## src/rtl/holy_plic_mc.sv

```systemverilog
// holy_plic_mc: PLIC-style interrupt controller with NUM_CTX targets behind an AXI-Lite slave.
// Optional feature macro HOLY_PLIC_EDGE_EN adds per-source edge-triggered mode (offset 0x001080).
module holy_plic_mc #(
  parameter int          NUM_IRQS  = 5,
  parameter int          NUM_CTX   = 2,
  parameter int          PRIO_W    = 3,
  parameter logic [31:0] BASE_ADDR = 32'h0000_0000
) (
  input  logic                clk,
  input  logic                rst_n,
  input  logic [NUM_IRQS-1:0] irq_in,
  input  logic [31:0]         s_axi_awaddr,
  input  logic                s_axi_awvalid,
  output logic                s_axi_awready,
  input  logic [31:0]         s_axi_wdata,
  input  logic [3:0]          s_axi_wstrb,
  input  logic                s_axi_wvalid,
  output logic                s_axi_wready,
  output logic [1:0]          s_axi_bresp,
  output logic                s_axi_bvalid,
  input  logic                s_axi_bready,
  input  logic [31:0]         s_axi_araddr,
  input  logic                s_axi_arvalid,
  output logic                s_axi_arready,
  output logic [31:0]         s_axi_rdata,
  output logic [1:0]          s_axi_rresp,
  output logic                s_axi_rvalid,
  input  logic                s_axi_rready,
  output logic [NUM_CTX-1:0]  ext_irq_o,
  output logic [NUM_IRQS-1:0] ip,
  output logic [NUM_IRQS-1:0] in_service
);

  // Source i lives at bit i of these vectors, so bit 0 of pending/enable is naturally absent.
  logic [NUM_IRQS:1] sync1_q, sync2_q, ip_q, is_q, set_vec, is_clr;
  logic [PRIO_W-1:0] prio_q [1:NUM_IRQS];
  logic [PRIO_W-1:0] prio_n [1:NUM_IRQS];
  logic [NUM_IRQS:1] en_q [NUM_CTX];
  logic [NUM_IRQS:1] en_n [NUM_CTX];
  logic [PRIO_W-1:0] thr_q [NUM_CTX];
  logic [PRIO_W-1:0] thr_n [NUM_CTX];
  logic [4:0]        claim_id [NUM_CTX];
  logic [4:0]        claim_sel;
  logic [PRIO_W-1:0] best_prio;
  logic [NUM_CTX-1:0] irq_n, ext_q;
  logic              aw_rdy_q, bvalid_q, ar_rdy_q, rvalid_q;
  logic [31:0]       rdata_q, rd_data, wr_word, rd_word, wmask;
  logic              wr_fire, rd_fire;
`ifdef HOLY_PLIC_EDGE_EN
  logic [NUM_IRQS:1] sync3_q, edge_q, edge_n;
`endif

  function automatic logic [31:0] wmerge(input logic [31:0] old, input logic [31:0] d,
                                         input logic [31:0] m);
    return (old & ~m) | (d & m);
  endfunction

  // Handshake: awready/wready (together) and arready are single-cycle registered pulses raised
  // only while the matching valid(s) are up and no response is pending; a transfer completes on
  // the edge where ready and valid are both high, and the response valid then holds until taken.
  assign wr_fire = aw_rdy_q & s_axi_awvalid & s_axi_wvalid;
  assign rd_fire = ar_rdy_q & s_axi_arvalid;
  assign wr_word = (s_axi_awaddr - BASE_ADDR) & ~32'h3;
  assign rd_word = (s_axi_araddr - BASE_ADDR) & ~32'h3;
  assign wmask   = {{8{s_axi_wstrb[3]}}, {8{s_axi_wstrb[2]}}, {8{s_axi_wstrb[1]}}, {8{s_axi_wstrb[0]}}};

  // Post-write register view: reads and claims look at this so a same-cycle write lands first.
  always_comb begin
    prio_n = prio_q;
    en_n   = en_q;
    thr_n  = thr_q;
    is_clr = '0;
`ifdef HOLY_PLIC_EDGE_EN
    edge_n = edge_q;
`endif
    if (wr_fire) begin
      for (int i = 1; i <= NUM_IRQS; i++)
        if (wr_word == (32'(i) << 2))
          prio_n[i] = PRIO_W'(wmerge(32'(prio_q[i]), s_axi_wdata, wmask));
      for (int c = 0; c < NUM_CTX; c++) begin
        if (wr_word == 32'h2000 + 32'h80 * 32'(c))
          en_n[c] = NUM_IRQS'(wmerge(32'({en_q[c], 1'b0}), s_axi_wdata, wmask) >> 1);
        if (wr_word == 32'h20_0000 + 32'h1000 * 32'(c))
          thr_n[c] = PRIO_W'(wmerge(32'(thr_q[c]), s_axi_wdata, wmask));
        if (wr_word == 32'h20_0004 + 32'h1000 * 32'(c))
          for (int i = 1; i <= NUM_IRQS; i++)
            if (s_axi_wdata == 32'(i) && en_q[c][i]) is_clr[i] = 1'b1;
      end
`ifdef HOLY_PLIC_EDGE_EN
      if (wr_word == 32'h1080)
        edge_n = NUM_IRQS'(wmerge(32'({edge_q, 1'b0}), s_axi_wdata, wmask) >> 1);
`endif
    end
  end

  // Interrupt requests use the live registers; claim arbitration uses the post-write view.
  always_comb begin
    irq_n     = '0;
    best_prio = '0;
    for (int c = 0; c < NUM_CTX; c++) claim_id[c] = '0;
    for (int c = 0; c < NUM_CTX; c++) begin
      best_prio = '0;
      for (int i = 1; i <= NUM_IRQS; i++) begin
        if (ip_q[i] && en_q[c][i] && prio_q[i] > thr_q[c]) irq_n[c] = 1'b1;
        if (ip_q[i] && en_n[c][i] && prio_n[i] > thr_n[c] && prio_n[i] > best_prio) begin
          best_prio   = prio_n[i];
          claim_id[c] = 5'(i);
        end
      end
    end
  end

  always_comb begin
    rd_data   = '0;
    claim_sel = '0;
    if (rd_word == 32'h1000) rd_data = 32'({ip_q, 1'b0});
`ifdef HOLY_PLIC_EDGE_EN
    if (rd_word == 32'h1080) rd_data = 32'({edge_n, 1'b0});
`endif
    for (int i = 1; i <= NUM_IRQS; i++)
      if (rd_word == (32'(i) << 2)) rd_data = 32'(prio_n[i]);
    for (int c = 0; c < NUM_CTX; c++) begin
      if (rd_word == 32'h2000 + 32'h80 * 32'(c)) rd_data = 32'({en_n[c], 1'b0});
      if (rd_word == 32'h20_0000 + 32'h1000 * 32'(c)) rd_data = 32'(thr_n[c]);
      if (rd_word == 32'h20_0004 + 32'h1000 * 32'(c)) begin
        rd_data   = 32'(claim_id[c]);
        claim_sel = claim_id[c];
      end
    end
  end

`ifdef HOLY_PLIC_EDGE_EN
  assign set_vec = (edge_q & sync2_q & ~sync3_q) | (~edge_q & sync2_q & ~is_q);
`else
  assign set_vec = sync2_q & ~is_q;
`endif

  always_ff @(posedge clk or negedge rst_n) begin
    if (!rst_n) begin
      sync1_q  <= '0;
      sync2_q  <= '0;
      ip_q     <= '0;
      is_q     <= '0;
      ext_q    <= '0;
      aw_rdy_q <= 1'b0;
      bvalid_q <= 1'b0;
      ar_rdy_q <= 1'b0;
      rvalid_q <= 1'b0;
      rdata_q  <= '0;
      for (int i = 1; i <= NUM_IRQS; i++) prio_q[i] <= '0;
      for (int c = 0; c < NUM_CTX; c++) begin
        en_q[c]  <= '0;
        thr_q[c] <= '0;
      end
`ifdef HOLY_PLIC_EDGE_EN
      sync3_q <= '0;
      edge_q  <= '0;
`endif
    end else begin
      sync1_q <= irq_in;
      sync2_q <= sync1_q;
      ext_q   <= irq_n;
      for (int i = 1; i <= NUM_IRQS; i++) prio_q[i] <= prio_n[i];
      for (int c = 0; c < NUM_CTX; c++) begin
        en_q[c]  <= en_n[c];
        thr_q[c] <= thr_n[c];
      end
`ifdef HOLY_PLIC_EDGE_EN
      sync3_q <= sync2_q;
      edge_q  <= edge_n;
`endif
      // A claim beats a same-cycle source assertion for the claimed ID.
      for (int i = 1; i <= NUM_IRQS; i++) begin
        if (rd_fire && claim_sel == 5'(i)) begin
          ip_q[i] <= 1'b0;
          is_q[i] <= 1'b1;
        end else begin
          if (set_vec[i]) ip_q[i] <= 1'b1;
          if (is_clr[i])  is_q[i] <= 1'b0;
        end
      end
      aw_rdy_q <= !aw_rdy_q && s_axi_awvalid && s_axi_wvalid && !bvalid_q;
      if (wr_fire) bvalid_q <= 1'b1;
      else if (s_axi_bready) bvalid_q <= 1'b0;
      ar_rdy_q <= !ar_rdy_q && s_axi_arvalid && !rvalid_q;
      if (rd_fire) begin
        rvalid_q <= 1'b1;
        rdata_q  <= rd_data;
      end else if (s_axi_rready) begin
        rvalid_q <= 1'b0;
      end
    end
  end

  assign s_axi_awready = aw_rdy_q;
  assign s_axi_wready  = aw_rdy_q;
  assign s_axi_bvalid  = bvalid_q;
  assign s_axi_bresp   = 2'b00;
  assign s_axi_arready = ar_rdy_q;
  assign s_axi_rvalid  = rvalid_q;
  assign s_axi_rdata   = rdata_q;
  assign s_axi_rresp   = 2'b00;
  assign ext_irq_o     = ext_q;
  assign ip            = ip_q;
  assign in_service    = is_q;

endmodule

```

## config.mk

```make
export PLATFORM = sky130hd
export DESIGN_NAME = holy_plic_mc
export DESIGN_NICKNAME = d
export VERILOG_FILES = /design/src/rtl/holy_plic_mc.sv
export SDC_FILE = /design/constraint.sdc
export NUM_CORES = 1
export LEC_CHECK = 0
export ABC_AREA = 1
export CAP_MARGIN = 20
export CORE_MARGIN = 4
export CORE_UTILIZATION = 51
export CTS_BUF_LIST = sky130_fd_sc_hd__clkbuf_4 sky130_fd_sc_hd__clkbuf_8 sky130_fd_sc_hd__clkbuf_16
export DETAILED_ROUTE_END_ITERATION = 8
export PLACE_DENSITY = 0.87
export SYNTH_ARGS = -nofsm -noshare
export SYNTH_HDL_FRONTEND = slang
export SYNTH_SLANG_ARGS = --single-unit
```

## constraint.sdc

```tcl
create_clock -name clk -period 9.4 [get_ports clk]
set_input_delay 1.88 -clock clk [delete_from_list [all_inputs] [get_ports clk]]
set_output_delay 1.88 -clock clk [all_outputs]
set_load 0.02 [all_outputs]
```

==> qor.txt <==
CTS Sinks - 63
share of cells above drive strength 1 - 23.2%
Yosys reg bits - 63
root buffer cell - clkbuf_16
Pleak - 4.38 nW
Fin. Hold Viols - 0
Synth-to-Final Area Change - 39.1%
crit-path max FO - 5
clk_lat worst skew - 0.34 ns
Layout Cells excl Fill - 1,303
Period minus WS final - 9.07 ns
CP top delay family - simple AND/OR/NAND/NOR gates
pin count of the biggest net entering global routing - 64
R2R depth - 52
CTS tree - built
Data arrival, critical path - 9.30 ns
combinational family with the most area after synthesis - simple AND/OR/NAND/NOR gates
Peak VDD IR - 0.0000789 V
Final Skew - 0.00519 ns
Clock transition at path regs - 0.06 ns
Sw Pwr - 0.186 mW
NumNets Final - 1,313
Buf+Inv Stages, Crit Path - 10
Die Y - 121 um
slew margin rel. - 38.2%
Synth Area in Adders - 13.8%
ant diodes - 0
Die X - 121 um
Critical Path Source - s_axi_awaddr[7]
Net Sw Frac - 26.6%
Avg Cell Area, Syn - 7.06 um2
Initial Util - 52.9%
Floorplan Core Area - 12,200 um2
Synth Area in XOR/XNOR - 0.388%
Synth top area share - 24.4%
post-DR wirelength/cell - 16.8 um
cell taking the most area after synthesis - dfrtp_1
Synth cell types - 54
clock buffer depth - 2
commonest non-fill, non-tap cell in the layout - nand2_1
first-pass GRT wire length - 32.4 mm
Vias - 7,283
DIE AREA - 14,500 um2
startpoint class of the critical path - input pin
Buffers on Ports - 127
Worst path depth - 56
GRT overflow - 0
Filler cells - 903
initial antenna violation count - 0
Pwr Density - 77.9 nW/um2
Ports - 165
Synth Area in Simple Gates - 34.7%
Setup crit end - ip[1]
Worst Tran Pin Value - 0.927 ns
drt initial violations - 788
Worst path max stage delay - 0.47 ns
final hold slack - 0.349 ns
mapped cell area - 6460 um2
crit path kind - input pin to register
fmax - 0.110 GHz
Slowest-stage cell, CP - clkdlybuf4s50_1
Max-Cap Viols - 0
Final setup violation count - 0
required time of the critical path - 9.63 ns
detailed-route wire length - 21.9 mm
HP Class - register to register
Synth warnings - 0
placed instance count - 1,274
total internal power - 0.513 mW
H-tree depth - 3
reg2reg end - ip[1]
compound-cell area share of the yosys netlist - 14.1%
TritonCTS Buffers - 9
Total Power - 0.699 mW
Slew Viols, Final - 0
synth top area cells - dfrtp_1 24%, ha_1 14%, nand2_1 11%
post-synthesis mux area share - 0.155%
fin crit share - 96.5%
Final HPWL DP - 16.9 mm
DRC viols - 0
R2R setup slack - 2.06 ns
GP Congestion - 0.984
post-synthesis sequential area ratio - 24.4%
most used cell, CP - nand2_1
most frequent cells in the layout - 168 x nand2_1, 119 x inv_1, 116 x clkdlybuf4s50_1, 77 x nor2_1, 77 x buf_4
Pre-Repair DR Iteration Count - 6
final antenna-violating net count - 0
vias in the first global route - 6,768
hold buffers post-CTS - 0
register share of total power - 40.2%
Syn Inst Count - 915
Clock power frac - 43.8%
Gate power share - 16.0%
Rows - 40
run status - completed
R2R Path Start - s_axi_awready
critical path endpoint category - register
All-Layer GR Usage - 28.1%
Via density - 5.59
## sequential cells by signal (all words and copies together), names as in the netlist, 2 cells and up
signal,cells
ext_irq_o,2
sync2_q,5
sync1_q,5
ip,5
en_q,10
thr_q,6
in_service,5
prio_q,15
s_axi_rdata,6
## power groups by stage
stage / clock network (mW) / logic (mW) / registers [mW]
global route: 0.322 / 0.121 / 0.281
finish: 0.306 / 0.112 / 0.281
global placement: 0 / 0.108 / 0.285
detailed placement: 0 / 0.110 / 0.285
floorplan: 0 / 0.0422 / 0.290
CTS: 0.307 / 0.110 / 0.281
## synthesized netlist by cell type (all sizes together)
library cell	n
nand2	208
ha	71
xnor2	1
clkbuf	1
and3	1
a211oi	8
o21a	2
or2	3
a41oi	1
o221ai	4
a31oi	5
mux2i	1
nand3	64
nor4	15
nor2	119
clkinv	2
o211ai	4
buf	31
a21boi	1
a22oi	4
nor3	14
a311oi	4
o2111ai	1
nand3b	3
conb	1
a21oi	34
a2111oi	3
o21bai	1
a32oi	4
nand4	24
inv	146
xor2	1
dfrtp	63
o31ai	1
o22ai	7
o21ai	62
## cell type report
cell class | instances | area, um2 | area share (%)
inverter | 148 | 566 | 6.30
tap | 168 | 210 | 2.34
timing repair buffer | 207 | 1900 | 21.2
clock buffer | 9 | 225 | 2.51
multi-input combinational | 701 | 4450 | 49.6
clock inverter | 7 | 47.5 | 0.529
sequential | 63 | 1580 | 17.6
## logic make-up (layout without fill, tap and decap cells)
family,Yosys count,after routing
flops,63,63
fa+ha+maj,71,71
simple gates,451,451
xor+xnor,2,2
mux,1,1
compound gates,146,146
other cells,1,30
buf+inv,180,371
## timing repair
item	in CTS	in global routing
gates cloned	0	0
setup buffers	0	13
pin swaps	1	60
resized for setup	3	91
endpoints found under the setup margin	4	13
## metrics by stage
stage	setup WS [ns]	TNS, ns	util, %	area (um2)
finish	0.327	0	73.6	8980
global route	-0.223	-1.65	73.6	8980
CTS	0.0192	0	70.3	8590
detailed placement	-0.380	-2.84	68.0	8310
global placement	-0.141	-0.377	68.0	8310
floorplan	0.585	0	-	6570
## per-layer routing
metal / vias up / GRT usage (%) / share of wire, %
met4: 0 / 13.5 / 5.3
met1: 3319 / 33.1 / 37
li1: 3454 / - / -
met2: 422 / 48.6 / 48
met3: 88 / 6.13 / 10
met5: - / 0 / 0
## how the worst min path moves through the flow
stage | startpoint | depth (start not counted) | slack, ns | end
after floorplan | sync1_q[1] | 0 | 0.33 | sync2_q[1]
after global placement | sync1_q[1] | 0 | 0.33 | sync2_q[1]
after detailed placement | sync1_q[5] | 0 | 0.34 | sync2_q[5]
after CTS | sync1_q[5] | 0 | 0.35 | sync2_q[5]
after global routing | sync1_q[3] | 0 | 0.35 | sync2_q[3]
final | sync1_q[5] | 0 | 0.35 | sync2_q[5]
No activity file was read; power rests on OpenSTA's default activity.
